**config.mk**
```make
export PLATFORM = sky130hd
export DESIGN_NAME = timer_int_ctrl
export DESIGN_NICKNAME = d
export VERILOG_FILES = /design/src/rtl/timer_int_pkg.sv /design/src/rtl/timer_int_ch.sv /design/src/rtl/timer_int_ctrl.sv
export SDC_FILE = /design/constraint.sdc
export NUM_CORES = 2
export LEC_CHECK = 0
export BUFFER_PORTS_ARGS = -buffer_cell sky130_fd_sc_hd__buf_2
export CELL_PAD_IN_SITES_DETAIL_PLACEMENT = 1
export CELL_PAD_IN_SITES_GLOBAL_PLACEMENT = 2
export CORE_ASPECT_RATIO = 0.6
export CORE_MARGIN = 2
export CORE_UTILIZATION = 35
export DETAILED_ROUTE_END_ITERATION = 16
export GPL_TIMING_DRIVEN = 0
export PLACE_DENSITY_LB_ADDON = 0.1
export SETUP_SLACK_MARGIN = 0.15
export SKIP_CTS_REPAIR_TIMING = 1
export SLEW_MARGIN = 0
export SYNTH_ARGS = -nofsm -noshare
export SYNTH_HDL_FRONTEND = slang
export SYNTH_SLANG_ARGS = --single-unit
```
**constraint.sdc**
```tcl
create_clock -name clk -period 3.75 [get_ports clk]
set_input_delay 0.75 -clock clk [delete_from_list [all_inputs] [get_ports clk]]
set_output_delay 0.75 -clock clk [all_outputs]
set_load 0.05 [all_outputs]
```
**src/rtl/timer_int_pkg.sv**
```systemverilog
// Register map and address decode shared by the timer interrupt controller.
package timer_int_pkg;

    localparam logic [31:0] TIER_OFF  = 32'h14;
    localparam logic [31:0] TISR_OFF  = 32'h18;
    localparam logic [31:0] TMODE_OFF = 32'h1C;
    localparam logic [31:0] CH_BASE   = 32'h40;
    localparam logic [31:0] CH_STRIDE = 32'h10;

    localparam logic [3:0] CMP_LO_OFF = 4'h0;
    localparam logic [3:0] CMP_HI_OFF = 4'h4;
    localparam logic [3:0] PERIOD_OFF = 4'h8;

    typedef enum logic [1:0] {
        SUB_CMP_LO,
        SUB_CMP_HI,
        SUB_PERIOD,
        SUB_RSVD
    } sub_e;

    typedef struct packed {
        logic       vld;
        logic [2:0] ch;
        sub_e       sub;
    } ch_sel_t;

    // Only word-aligned offsets inside an implemented channel block decode as valid.
    function automatic ch_sel_t decode_ch(input logic [31:0] addr, input int unsigned num_ch);
        logic [31:0] off;
        ch_sel_t     sel;
        off     = addr - CH_BASE;
        sel.vld = (addr >= CH_BASE) && (off < num_ch * CH_STRIDE) && (addr[1:0] == 2'b00);
        sel.ch  = off[6:4];
        case (off[3:0])
            CMP_LO_OFF: sel.sub = SUB_CMP_LO;
            CMP_HI_OFF: sel.sub = SUB_CMP_HI;
            PERIOD_OFF: sel.sub = SUB_PERIOD;
            default:    sel.sub = SUB_RSVD;
        endcase
        return sel;
    endfunction

endpackage

```
**src/rtl/timer_int_ch.sv**
```systemverilog
// One compare channel: compare/period registers, edge-detected match event
// and periodic auto-reload.
module timer_int_ch
    import timer_int_pkg::*;
#(
    parameter int CNT_W = 64
) (
    input  logic             clk,
    input  logic             rst_n,
    input  logic [CNT_W-1:0] cnt,
    input  logic             periodic,
    input  logic             wr_lo,
    input  logic             wr_hi,
    input  logic             wr_per,
    input  logic [31:0]      wdata,
    output logic [CNT_W-1:0] cmp,
    output logic [31:0]      period,
    output logic             evt
);

    logic [CNT_W-1:0] cmp_q, cmp_d;
    logic [31:0]      period_q, period_d;
    logic             match_q, match_d;
    logic             hit;

    assign hit    = (cnt == cmp_q);
    assign evt    = hit & ~match_q;
    assign cmp    = cmp_q;
    assign period = period_q;

    always_comb begin
        cmp_d    = cmp_q;
        period_d = period_q;
        match_d  = hit;
        if (evt && periodic && (period_q != 32'h0)) begin
            cmp_d = cmp_q + {{(CNT_W-32){1'b0}}, period_q};
        end
        // A software write to one half discards the reload entirely, so the
        // other half keeps its pre-reload value.
        if (wr_lo || wr_hi) begin
            cmp_d   = cmp_q;
            match_d = 1'b0;
        end
        if (wr_lo) begin
            cmp_d[31:0] = wdata;
        end
        if (wr_hi) begin
            cmp_d[CNT_W-1:32] = wdata[CNT_W-33:0];
        end
        if (wr_per) begin
            period_d = wdata;
        end
    end

    always_ff @(posedge clk or negedge rst_n) begin
        if (!rst_n) begin
            cmp_q    <= '1;
            period_q <= '0;
            match_q  <= 1'b0;
        end else begin
            cmp_q    <= cmp_d;
            period_q <= period_d;
            match_q  <= match_d;
        end
    end

endmodule

```
**src/rtl/timer_int_ctrl.sv**
```systemverilog
// Multi-channel compare/interrupt controller: global IER/ISR/MODE registers,
// register decode and read mux, per-channel compare blocks and interrupt OR.
module timer_int_ctrl
    import timer_int_pkg::*;
#(
    parameter int NUM_CH = 4,
    parameter int CNT_W  = 64
) (
    input  logic              clk,
    input  logic              rst_n,
    input  logic              wr_en,
    input  logic [31:0]       addr,
    input  logic [31:0]       wdata,
    input  logic [CNT_W-1:0]  cnt,
    output logic [31:0]       rdata,
    output logic [NUM_CH-1:0] ch_irq,
    output logic              tim_int
);

    logic [NUM_CH-1:0] ier_q, ier_d;
    logic [NUM_CH-1:0] isr_q, isr_d;
    logic [NUM_CH-1:0] mode_q, mode_d;
    logic [NUM_CH-1:0] ch_evt;
    logic [NUM_CH-1:0] wr_lo, wr_hi, wr_per;
    logic [CNT_W-1:0]  ch_cmp [NUM_CH];
    logic [31:0]       ch_per [NUM_CH];
    ch_sel_t           sel;

    assign sel = decode_ch(addr, NUM_CH);

    for (genvar g = 0; g < NUM_CH; g++) begin : g_ch
        assign wr_lo[g]  = wr_en && sel.vld && (sel.ch == 3'(g)) && (sel.sub == SUB_CMP_LO);
        assign wr_hi[g]  = wr_en && sel.vld && (sel.ch == 3'(g)) && (sel.sub == SUB_CMP_HI);
        assign wr_per[g] = wr_en && sel.vld && (sel.ch == 3'(g)) && (sel.sub == SUB_PERIOD);

        timer_int_ch #(.CNT_W(CNT_W)) u_ch (
            .clk      (clk),
            .rst_n    (rst_n),
            .cnt      (cnt),
            .periodic (mode_q[g]),
            .wr_lo    (wr_lo[g]),
            .wr_hi    (wr_hi[g]),
            .wr_per   (wr_per[g]),
            .wdata    (wdata),
            .cmp      (ch_cmp[g]),
            .period   (ch_per[g]),
            .evt      (ch_evt[g])
        );
    end

    always_comb begin
        ier_d  = ier_q;
        mode_d = mode_q;
        isr_d  = isr_q;
        if (wr_en && (addr == TIER_OFF)) begin
            ier_d = wdata[NUM_CH-1:0];
        end
        if (wr_en && (addr == TMODE_OFF)) begin
            mode_d = wdata[NUM_CH-1:0];
        end
        if (wr_en && (addr == TISR_OFF)) begin
            isr_d = isr_q & ~wdata[NUM_CH-1:0];
        end
        // Set after clear so a match coinciding with W1C is never lost.
        isr_d = isr_d | ch_evt;
    end

    always_ff @(posedge clk or negedge rst_n) begin
        if (!rst_n) begin
            ier_q  <= '0;
            isr_q  <= '0;
            mode_q <= '0;
        end else begin
            ier_q  <= ier_d;
            isr_q  <= isr_d;
            mode_q <= mode_d;
        end
    end

    always_comb begin
        rdata = '0;
        case (addr)
            TIER_OFF:  rdata[NUM_CH-1:0] = ier_q;
            TISR_OFF:  rdata[NUM_CH-1:0] = isr_q;
            TMODE_OFF: rdata[NUM_CH-1:0] = mode_q;
            default:   ;
        endcase
        if (sel.vld) begin
            for (int i = 0; i < NUM_CH; i++) begin
                if (sel.ch == i[2:0]) begin
                    case (sel.sub)
                        SUB_CMP_LO: rdata                = ch_cmp[i][31:0];
                        SUB_CMP_HI: rdata[CNT_W-33:0]    = ch_cmp[i][CNT_W-1:32];
                        SUB_PERIOD: rdata                = ch_per[i];
                        default:    rdata                = '0;
                    endcase
                end
            end
        end
    end

    assign ch_irq  = ier_q & isr_q;
    assign tim_int = |ch_irq;

endmodule

```
==> results_tabular.tex <==
\begin{tabular}{lr}
\hline
Metric & Value \\
\hline
\multicolumn{2}{l}{\textbf{Floorplanning}} \\
\quad Core ar. & 89800 um2 \\
\quad Width of the die & 393 um \\
\quad Die area & 93200 um2 \\
\quad Count of pins on the block boundary & 168 \\
\quad Initial core utilization & 35.4\% \\
\quad Number of core rows & 85 \\
\quad Die height & 237 um \\
\multicolumn{2}{l}{\textbf{GRT}} \\
\quad Global-route wire length before repair & 271000 um \\
\quad Number of antenna violations at the first check in global routing & 17 \\
\quad Via count of the first global-routing pass & 31477 \\
\quad Gr ovfl total & 0 \\
\quad Pin count of the biggest net entering global routing & 111 \\
\quad Combined global-route utilization of all metal layers & 42.3\% \\
\multicolumn{2}{l}{\textbf{Clock tree}} \\
\quad CTS tree & yes \\
\quad Number of CTS-inserted buffers & 45 \\
\quad Number of buffers on the longest clock path & 3 \\
\quad Clock sink total & 400 \\
\quad Root cell of the clock tree & sky130\_fd\_sc\_hd\_\_clkbuf\_16 \\
\quad Clock H-tree levels & 2 \\
\quad Worst skew pair latency & 0.62 ns \\
\quad Clock transition at the registers of the reported paths & 0.07 ns \\
\multicolumn{2}{l}{\textbf{Worst hold path}} \\
\quad Classification of the worst-slack hold path & in -> async \\
\multicolumn{2}{l}{\textbf{Layout}} \\
\quad Number of nets in the final layout & 4226 \\
\quad Finished Core Util & 42.9\% \\
\quad Layout cells sized above 1 & 26.8\% \\
\quad Sequential cell area & 10300 um2 \\
\quad Growth of design area from synthesis to finish & 21.4\% \\
\quad Fill cell count & 10470 \\
\quad Multi-input gate area in the final layout & 21700 um2 \\
\multicolumn{2}{l}{\textbf{Yosys}} \\
\quad Dominant cell type by area after synthesis & sky130\_fd\_sc\_hd\_\_dfstp\_2 \\
\quad Fraction of synthesized cell area taken by the top area cell type & 21.2\% \\
\quad Most repeated cell in the gate-level netlist after synthesis & sky130\_fd\_sc\_hd\_\_xnor2\_1 \\
\quad Sequential cell area fraction in the yosys report & 32.5\% \\
\quad Top cells by area in the synthesized netlist & sky130\_fd\_sc\_hd\_\_dfstp\_2, sky130\_fd\_sc\_hd\_\_dfrtp\_1, sky130\_fd\_sc\_hd\_\_xnor2\_1 \\
\quad Total nets after synthesis & 3994 \\
\quad Synthesized netlist cell count & 3731 \\
\quad Most numerous cell types in the synthesized netlist & sky130\_fd\_sc\_hd\_\_xnor2\_1, sky130\_fd\_sc\_hd\_\_nand2\_1, sky130\_fd\_sc\_hd\_\_a21oi\_1 \\
\quad Average instance area after synthesis & 8.51 um2 \\
\quad Total standard cell area after synthesis & 31800 um2 \\
\quad Number of different library cells in the post-synthesis netlist & 83 \\
\quad Count of flip-flops with a built-in enable after synthesis & 0 \\
\quad Ys async rst share & 100\% \\
\quad Main flop type after synthesis & sky130\_fd\_sc\_hd\_\_dfstp\_2 \\
\quad Flip-flop and latch count after synthesis & 400 \\
\quad Number of warnings printed during yosys synthesis & 0 \\
\multicolumn{2}{l}{\textbf{Critical path}} \\
\quad Crit. Startpoint & addr[15] \\
\quad WP data arrival & 3.67 ns \\
\quad Data required, critical path & 3.00 ns \\
\quad Internal reg-to-reg setup slack & 0.20 ns \\
\quad Worst setup path class & in -> out \\
\quad Worst R2R Path Depth & 12 \\
\quad Startpoint types & input port \\
\quad Termination of the worst setup path & rdata[10] \\
\quad Start of the worst register-to-register path & g\_ch[3].u\_ch.cmp[20] \\
\quad Highest fanout seen on the critical path & 5 \\
\quad Setup crit end kind & output pin \\
\quad Critical R2R Capture & g\_ch[3].u\_ch.cmp[57] \\
\multicolumn{2}{l}{\textbf{STA}} \\
\quad Fraction of the cycle the final worst path needs & 118\% \\
\quad Slew Limit Fails & 44 \\
\quad Endpoints failing hold & 0 \\
\quad Max Freq & 226 MHz \\
\quad Fin Hold WS & 0.184 ns \\
\quad Final worst-path setup slack & -0.670 ns \\
\quad Final worst clock skew & 0.0213 ns \\
\quad Worst rel slew slack & -8.53\% \\
\quad Finish-stage setup viols & 32 \\
\quad Unrepaired setup endpoints after global routing & true \\
\quad Tmin final & 4.42 ns \\
\quad Slew at the pin closest to its max-slew limit & 1.63 ns \\
\multicolumn{2}{l}{\textbf{Run status}} \\
\quad Outcome & finished with violations \\
\quad Violations in the final reports & max-capacitance violations, max-slew violations, negative setup slack \\
\multicolumn{2}{l}{\textbf{Run}} \\
\quad Number of maximum-capacitance violations & 4 \\
\multicolumn{2}{l}{\textbf{Pwr}} \\
\quad Total power density per cell area & 275 nW/um2 \\
\quad Worst IR drop on VDD & 269 uV \\
\quad Overall power consumption & 0.0106 W \\
\quad Static leakage & 15.3 nW \\
\multicolumn{2}{l}{\textbf{Detailed routing}} \\
\quad Total routed wirelength & 203000 um \\
\quad Iteration-0 DRC Markers & 4648 \\
\quad DR vias & 34037 \\
\quad Number of remaining DRC errors & 0 \\
\quad Post-detailed-route count of antenna-violating nets & 0 \\
\quad Detail-routed via count per cell & 6.52 \\
\quad Mean routed wirelength per cell & 38.9 um \\
\quad Pre-antenna DRT Iters & 8 \\
\multicolumn{2}{l}{\textbf{Placement}} \\
\quad Number of input and output port buffers inserted & 102 \\
\quad GPL Wtd Cong & 1.07 \\
\quad HPWL reported at the end of detailed placement & 158000 um \\
\hline
\end{tabular}
per-stage QoR:
step | setup TNS [ns] | setup slack, ns | instance area [um2] | instances
2_1_floorplan | -18.76 | -0.784 | 32200 | 3731
3_3_place_gp | -2431.37 | -6.78 | 34300 | 5051
3_5_place_dp | -476.50 | -2.04 | 34400 | 5054
4_1_cts | -248.60 | -1.95 | 36000 | 5138
5_1_grt | -19.69 | -0.717 | 38500 | 5218
6_report | -18.10 | -0.670 | 38500 | 5223
cells by family (layout without fill, tap and decap cells):
kind of cell | after synthesis | after routing | share of synthesized area, %
adders and majority gates | 132 | 132 | 5.30
AOI/OAI and AO/OA | 1033 | 1033 | 20.6
other | 0 | 5 | 0
and+or+nand+nor | 1173 | 1173 | 18.2
buffers and inverters | 338 | 607 | 4.11
xor gates and xnor gates | 496 | 496 | 13.7
DFF | 400 | 400 | 32.5
muxes | 159 | 159 | 5.58
routing by layer:
metal / global-route usage [%] / vias up / routed length, um / share of wire [%]
met5: 0.675 / - / 345 / 0.17
met4: 15.9 / 6 / 9640 / 4.7
met3: 16.9 / 366 / 28600 / 14
met2: 52.9 / 2200 / 73500 / 36
met1: 63.0 / 17442 / 91300 / 45
li1: - / 14023 / - / -
layout make-up:
class	count	share of cell area [%]
Timing Repair Buffer	196	4.43
Antenna cell	5	0.0325
Buffer	269	3.69
Clock buffer	67	3.43
Multi-Input combinational cell	2993	56.4
Inverter	58	0.565
Sequential cell	400	26.9
Clock inverter	17	0.679
Tap cell	1218	3.95
registers in the layout, summed over array words and instances (netlist names):
| signal | flops |
|---|---|
| g_ch.u_ch.match_q | 4 |
| g_ch.u_ch.cmp | 256 |
| ier_q | 4 |
| mode_q | 4 |
| isr_q | 4 |
| g_ch.u_ch.period | 128 |
layout by cell type, fill, tap and decap left out, types with 17 or more instances in the layout:
cell,Yosys,final
sky130_fd_sc_hd__xnor2_1,389,380
sky130_fd_sc_hd__nand2_1,377,373
sky130_fd_sc_hd__a21oi_1,305,293
sky130_fd_sc_hd__dfstp_2,256,255
sky130_fd_sc_hd__o21ai_0,269,248
sky130_fd_sc_hd__nor2_1,242,234
sky130_fd_sc_hd__mux2_2,142,142
sky130_fd_sc_hd__clkbuf_2,0,134
sky130_fd_sc_hd__dfrtp_1,144,132
sky130_fd_sc_hd__nand4_1,119,119
sky130_fd_sc_hd__xor2_1,107,107
sky130_fd_sc_hd__ha_1,128,104
sky130_fd_sc_hd__nand3_1,102,96
sky130_fd_sc_hd__clkbuf_1,229,85
sky130_fd_sc_hd__buf_2,27,81
sky130_fd_sc_hd__buf_4,1,74
sky130_fd_sc_hd__a21o_1,69,69
sky130_fd_sc_hd__a221o_1,60,60
sky130_fd_sc_hd__inv_1,58,57
sky130_fd_sc_hd__and3_1,55,53
sky130_fd_sc_hd__buf_6,0,52
sky130_fd_sc_hd__clkbuf_16,0,50
sky130_fd_sc_hd__nor4_1,84,49
sky130_fd_sc_hd__nor4_4,2,39
sky130_fd_sc_hd__a22oi_1,39,39
sky130_fd_sc_hd__nor3_1,55,38
sky130_fd_sc_hd__o22ai_1,33,31
sky130_fd_sc_hd__o21ai_1,23,31
sky130_fd_sc_hd__a211o_1,29,29
sky130_fd_sc_hd__a22o_1,28,28
sky130_fd_sc_hd__o21bai_1,25,25
sky130_fd_sc_hd__and2_1,24,24
sky130_fd_sc_hd__clkbuf_4,0,20
sky130_fd_sc_hd__a222oi_1,20,20
sky130_fd_sc_hd__o21a_1,19,18
sky130_fd_sc_hd__o211ai_1,17,17
worst min-delay path by stage:
stage | endpoint | cells after the start
finish | g_ch[0].u_ch.period[29] | 1
global route | g_ch[0].u_ch.period[29] | 1
CTS | g_ch[0].u_ch.period[29] | 1
detailed placement | isr_q[0] | 1
global placement | isr_q[1] | 1
floorplan | isr_q[1] | 1
worst max-delay path, cell delays in order:
cell and delay [ns]:
sky130_fd_sc_hd__buf_6 0.10, sky130_fd_sc_hd__nor4_4 0.31, sky130_fd_sc_hd__nand4_1 0.22, sky130_fd_sc_hd__buf_4 0.20, sky130_fd_sc_hd__xnor2_1 0.15, sky130_fd_sc_hd__nor4_4 0.47
sky130_fd_sc_hd__and3_4 0.27, sky130_fd_sc_hd__nand4_1 0.21, sky130_fd_sc_hd__buf_6 0.22, sky130_fd_sc_hd__clkbuf_16 0.16, sky130_fd_sc_hd__buf_6 0.12, sky130_fd_sc_hd__nor4_4 0.26
sky130_fd_sc_hd__buf_6 0.22
where the power goes:
part	leakage [nW]	internal [W]	total, W	switching, W
Sequential	4.63	0.00433	0.00433	0.00000000000269
Clock	0.763	0.00287	0.00505	0.00218
Combinational	9.89	0.000254	0.00122	0.000967
Total	15.3	0.00745	0.0106	0.00315
Power figures use the tool's default switching activity.
